==> src/rtl/mar_burst.sv <==
// Memory address register with a strobed source mux, inc/dec and a counted
// auto-increment burst mode. All outputs come straight from flops.
module mar_burst #(
  parameter int ADDR_W = 4,
  parameter int NSRC   = 2,
  localparam int SEL_W = (NSRC > 1) ? $clog2(NSRC) : 1
) (
  input  logic                     clk,
  input  logic                     clr,
  input  logic [NSRC*ADDR_W-1:0]   src,
  input  logic [SEL_W-1:0]         src_sel,
  input  logic                     g,
  input  logic                     g1,
  input  logic                     g2,
  input  logic                     inc,
  input  logic                     dec,
  input  logic                     burst_start,
  input  logic [ADDR_W-1:0]        burst_len,
  output logic [ADDR_W-1:0]        MAR_out,
  output logic                     burst_busy,
  output logic                     burst_done,
  output logic                     wrap
);

  typedef enum logic {IDLE, BURST} state_t;

  state_t            state, state_nxt;
  logic [ADDR_W-1:0] cnt, cnt_nxt;
  logic [ADDR_W-1:0] addr_nxt;
  logic [ADDR_W-1:0] mux_out;
  logic              done_nxt, wrap_nxt;
  logic              load;

  assign load = ~g1 & ~g2;

  // Select values with no matching source fall through to zero, as does a high strobe.
  always_comb begin
    mux_out = '0;
    if (!g) begin
      for (int k = 0; k < NSRC; k++) begin
        if (src_sel == SEL_W'(k)) mux_out = src[k*ADDR_W +: ADDR_W];
      end
    end
  end

  // NOTE: every combinational output gets a default first, so no path leaves it unassigned and no latch is inferred.
  always_comb begin
    state_nxt = state;
    addr_nxt  = MAR_out;
    cnt_nxt   = cnt;
    done_nxt  = 1'b0;
    wrap_nxt  = 1'b0;
    case (state)
      IDLE: begin
        if (load) begin
          addr_nxt = mux_out;
        end else if (burst_start) begin
          if (burst_len == '0) begin
            done_nxt = 1'b1;
          end else begin
            state_nxt = BURST;
            cnt_nxt   = burst_len - 1'b1;
          end
        end else if (inc) begin
          addr_nxt = MAR_out + 1'b1;
          wrap_nxt = &MAR_out;
        end else if (dec) begin
          addr_nxt = MAR_out - 1'b1;
          wrap_nxt = ~|MAR_out;
        end
      end
      BURST: begin
        // A load aborts the burst silently; cnt reaching zero ends it with a done pulse.
        if (load) begin
          addr_nxt  = mux_out;
          state_nxt = IDLE;
        end else if (cnt == '0) begin
          state_nxt = IDLE;
          done_nxt  = 1'b1;
        end else begin
          addr_nxt = MAR_out + 1'b1;
          cnt_nxt  = cnt - 1'b1;
          wrap_nxt = &MAR_out;
        end
      end
      default: state_nxt = IDLE;
    endcase
  end

  // NOTE: state is updated with non-blocking assignments so every flop samples pre-edge values.
  always_ff @(posedge clk or posedge clr) begin
    if (clr) begin
      state      <= IDLE;
      MAR_out    <= '0;
      cnt        <= '0;
      burst_done <= 1'b0;
      wrap       <= 1'b0;
    end else begin
      state      <= state_nxt;
      MAR_out    <= addr_nxt;
      cnt        <= cnt_nxt;
      burst_done <= done_nxt;
      wrap       <= wrap_nxt;
    end
  end

  assign burst_busy = (state == BURST);

endmodule

==> config.mk <==
export PLATFORM = sky130hd
export DESIGN_NAME = mar_burst
export DESIGN_NICKNAME = d
export VERILOG_FILES = /design/src/rtl/mar_burst.sv
export SDC_FILE = /design/constraint.sdc
export NUM_CORES = 1
export LEC_CHECK = 0
export BUFFER_PORTS_ARGS = -buffer_cell sky130_fd_sc_hd__buf_2
export CAP_MARGIN = 5
export CORE_AREA = 5 5 47 49
export CTS_CLUSTER_SIZE = 20
export DETAILED_ROUTE_END_ITERATION = 10
export DIE_AREA = 0 0 52 54
export GPL_TIMING_DRIVEN = 0
export PLACE_DENSITY = 0.8
export RECOVER_POWER = 25
export REMOVE_ABC_BUFFERS = 1
export SLEW_MARGIN = 20
export SYNTH_ARGS = -nofsm -noshare
export SYNTH_HDL_FRONTEND = slang
export SYNTH_SLANG_ARGS = --single-unit
==> constraint.sdc <==
create_clock -name clk -period 2.4 [get_ports clk]
set_input_delay 0.12 -clock clk [delete_from_list [all_inputs] [get_ports clk]]
set_output_delay 0.12 -clock clk [all_outputs]
set_load 0.05 [all_outputs]
# Word-level counts from Yosys, hierarchy flattened
# Index checks and enable logic that the tools add are counted.
totals:
  n_memories: 0
  inputBits: 21
  ramBits: 0
  out_inout_bits: 7
  wordCells: 62
  romBits: 0
  latchBits: 0
  reg_bits: 11
op_classes:
  n_shift: 0
  n_lt_le_gt_ge: 0
  n_div: 0
  mul: 0
  n_reduce_logical: 7
  bitwise: 4
  addsub: 4
  mux: 34
  eq_ne: 8
op_table:
  columns: ["operator", "count"]
  rows:
  - ["two-way mux 4 bit", 13]
  - ["two-way mux 1 bit", 16]
  - ["one-hot mux 4 bit (2 select lines)", 2]
  - ["subtractor 4 x 1 -> 4 bit, second input constant", 3]
  - ["inequality test 2 bit, second input constant", 5]
  - ["zero test 4 bit", 2]
  - ["inequality test 3 bit, second input constant", 2]
  - ["one-hot mux 1 bit (2 select lines)", 3]
  - ["AND reduction 5 bit", 1]
  - ["adder 4 x 1 -> 4 bit, second input constant", 1]
  - ["inequality test 4 bit, second input constant", 1]
  - ["AND reduction 4 bit", 1]
  - ["OR reduction 4 bit", 1]
  - ["inverter 1 bit", 3]
  - ["AND reduction 3 bit", 1]
  - ["bitwise AND 1 bit", 1]
  - ["zero test 1 bit", 1]

# Logic depth before layout (Yosys ltp)
logic_depth:
  word_depth: 7
  ltp_mapped: 7
  ltp_nobuf: 5

# Worst setup path after synthesis
# No wires, ideal clock.
synth_timing:
  path_type: "register to register"
  from: "reg state (netlist: burst_busy)"
  to: "reg cnt[2]"
  path_stages_with_launch: 8
  t_arrival_ns: 1.857
  period_less_slack_ns: 1.977
  slack_ns: 0.423
  required_ns: 2.280
  setup_ns: 0.120
  n_path_buf: 2
  path_cell_list: "dfrtp_1 > buf_6 > buf_2 > mux2i_1 > ha_1 > nor4bb_1 > a211oi_2 > o211a_1"
synth_between:
  elab_chain_len: 3
  elab_cells_between_ends: 8
  cone_classes: "eq/ne: 5; mux: 1; bitwise: 1; reduce/logical: 1"
synth_rtl:
  columns: ["item", "line_no", "text"]
  rows:
  - ["start: declaration", "27", "state_t state, state_nxt;"]
  - ["start signal: assignment", "99", "state <= state_nxt;"]
  - ["inverter 1 bit", null, null]
  - ["inequality test 2 bit (no source line)", null, null]
  - ["AND reduction 5 bit (no source line)", null, null]
  - ["end signal: assignment", "101", "cnt <= cnt_nxt;"]
  - ["end: declaration", "28", "logic [ADDR_W-1:0] cnt, cnt_nxt;"]
# Parallel ways exist; a longest one is shown, timed or not.
# A chain may end at the register's enable or synchronous reset.

# Final worst setup path
# Ends and elaborated chain as after synthesis.

==> metrics.md <==
| Metric | Value |
|---|---|
| Status | `complete, no violations` |
| Rows | `16` |
| CTS Buf Count | `3` |
| Vias | `roughly 770` |
| Final Power | `between 1 and 1.5 mW` |
| Die Ht | `54 um` |
| WHS Path Cells | `2` |
| Reg2reg end | `cnt[2]` |
| MaxCap Viol Count | `0` |
| GR Overflow Total | `0` |
| Vias in the first global route | `736` |
| Router iterations before antenna repair | `4` |
| Pwr per Cell Area | `1200 mW/mm^2` |
| Dominant synthesized flop cell | `dfrtp_1` |
| CTS Hold Bufs | `1` |
| WHS Endpoint | `cnt[3]` |
| Final hold violations | `0` |
| Worst-path clk slew | `0.07 ns` |
| Sink Count | `11` |
| Global Route Usage Sum | `about 16%` |
| Crit path DAT | `between 2 and 2.5 ns` |
| CTS tree | `done` |
| Worst Setup Path Type | `reg -> reg` |
| Largest net degree at the start of global routing | `20` |
| # nets final | `around 140` |
| Clock tree buffer depth | `2` |
| Hold path start | `burst_len[3]` |
| Post-Syn Instances | `84` |
| Post-DR vias/cell | `~5.5` |
| Top cells by area, synth | `dfrtp_1, mux2i_1, ha_1, o32ai_4, nor4_4` |
| Post-synth EDFFs | `0` |
| R2R cell count | `5` |
| I/O Buffers | `27` |
| Leakage | `0.481 nW` |
| Ys Warns | `0` |
| H-tree depth | `1` |
| CORE AREA | `~0.0018 sq mm` |
| R2R Setup Slk | `0.50 ns` |
| Final worst path period need | `1.90 ns` |
| Drt wl/cell | `between 10 and 15 um` |
| Worst Skew | `roughly 0.0036 ns` |
| CP startpoint kind | `flop` |
| Final wirelength | `between 1.5 and 2 mm` |
| DR iter-0 viols | `5` |
| FILL cells | `164` |
| Dpl hpwl | `1.53 mm` |
| Yosys top cell by area | `dfrtp_1` |
| Post-CTS Setup Bufs | `0` |
| Residual DRC | `0` |
| PostCTS Resize Cnt | `0` |
| CP max FO | `19` |
| CP Data Required Time | `2.56 ns` |
| Synthesis-stage register bit count | `11` |
| HP Class | `in -> reg` |
| Worst slew margin relative to its limit | `58.4%` |
| Post-synthesis async set-or-reset flop share | `100%` |
| Setup TNS | `0 ns` |
| Final period util | `79.1%` |
| Fmax | `527 MHz` |
| Final Setup Violations | `0` |
| Worst IR Drop VDD | `0.650 mV` |
| Clock root cell | `clkbuf_4` |
| Critical R2R Launch | `burst_busy` |
| First-pass GRT wire length | `3.24 mm` |
| RSZ-0062 raised after global routing | `false` |
| Worst-margin pin slew | `0.624 ns` |
| Synth top area share | `between 30% and 40%` |
| Share of layout cells above drive strength 1 | `37.2%` |
| IO Pins | `28` |
| Initial core utilization | `between 40% and 50%` |
| Pins over their slew limit | `0` |
| Die W | `52 um` |
| Footprint of the multi-input gates | `554 sq um` |
| Seq. cell area | `275 sq um` |
| DRT antenna net count | `0` |
| GPL Wtd Cong | `0.747` |
| Skew-Pair Late Insertion Delay | `roughly 0.27 ns` |
| Synth unique cells | `44` |
| Area Growth Syn to Fin | `21.3%` |
| Die area | `0.00281 sq mm` |
| Critical Path Sink Type | `flop` |
| Synthesized area | `868 sq um` |
| Post-synthesis sequential area ratio | `between 30% and 40%` |
| Antenna cells | `0` |
| Initial antenna violation count | `0` |
| Synthesized area per cell | `10.3 sq um` |
## cell families (layout without fill, tap and decap cells)
family / Yosys count / after routing / share of synthesized area [%]
AO/OA/AOI/OAI: 27 / 27 / 28.1
adder cells (fa/ha/maj): 4 / 4 / 5.76
XOR/XNOR: 1 / 1 / 1.01
flip-flops: 11 / 11 / 31.7
AND/OR/NAND/NOR: 25 / 25 / 19.6
buffers and inverters: 8 / 37 / 4.47
multiplexers: 8 / 8 / 9.37
## per-stage QoR
| stage | area (sq um) | setup slack (ns) | instances | hold WS (ns) | utilization [%] |
|---|---|---|---|---|---|
| after floorplan | 848 | 0.451 | 81 | -0.0276 | - |
| after CTS | 1050 | 0.551 | 140 | 0.0876 | 57.8 |
| after global routing | 1050 | 0.347 | 140 | 0.113 | 57.8 |
| final | 1050 | 0.501 | 140 | 0.102 | 57.8 |
| after detailed placement | 1020 | 0.539 | 135 | 0.141 | 55.8 |
| after global placement | 1020 | 0.595 | 135 | 0.137 | 55.8 |
## cells in the mapped netlist, drive strengths merged, types with 2 or more instances
library cell  number
nor3               4
o211a              2
dfrtp             11
buf                2
mux2i              7
inv                5
nor4               2
a21oi              3
o21ai              6
o32ai              2
nor2               5
nand3              3
o2111ai            2
ha                 4
nand2              3
## state kept, by name, indices dropped and copies added (netlist names)
| register | flops |
|---|---|
| MAR_out | 4 |
| burst_done | 1 |
| burst_busy | 1 |
| wrap | 1 |
| cnt | 4 |
## cell usage in the layout (no fill, tap or decap), types with 4 or more instances in the layout
| cell type | netlist | routed |
|---|---|---|
| mux2i_1 | 7 | 7 |
| o21ai_0 | 4 | 4 |
| nor3_1 | 4 | 4 |
| buf_2 | 1 | 27 |
| inv_1 | 5 | 5 |
| dfrtp_1 | 11 | 11 |
| ha_1 | 4 | 4 |
| nor2_1 | 4 | 4 |
## area by class of cell
| type | count | share of cell area, % |
|---|---|---|
| multi-input cells | 65 | 52.6 |
| flip-flops and latches | 11 | 26.1 |
| repair buffers | 28 | 13.8 |
| well taps | 27 | 3.21 |
| clock buffers | 4 | 2.49 |
| inverters | 5 | 1.78 |
## critical path, cell delays in order, from the launching register on
cell,delay [ns]
dfrtp_1,0.74
mux2i_1,0.30
ha_1,0.24
nor4bb_1,0.32
a211oi_2,0.06
o211a_1,0.12
## layer usage
layer	track usage, %	up-vias	share of wire [%]
met2	28.9	13	52
met4	7.86	0	1.8
met3	3.32	5	3.6
met1	18.0	367	42
met5	0	-	0
li1	-	384	-
## worst max-delay path by stage
stage | end | slack (ns) | start | cells after the start
2_1_floorplan | cnt[0] | 0.45 | burst_busy | 3
3_3_place_gp | cnt[2] | 0.59 | burst_busy | 5
3_5_place_dp | cnt[2] | 0.54 | burst_busy | 5
4_1_cts | cnt[2] | 0.55 | burst_busy | 5
5_1_grt | cnt[2] | 0.35 | burst_busy | 5
6_report | cnt[2] | 0.50 | burst_busy | 5
## report_power, final
group | switching (mW) | leakage [nW] | internal [mW]
Clock | 0.0635 | 0.0150 | 0.0644
Sequential | 0.179 | 0.135 | 0.266
Combinational | 0.407 | 0.331 | 0.285
Power figures use the tool's default switching activity.
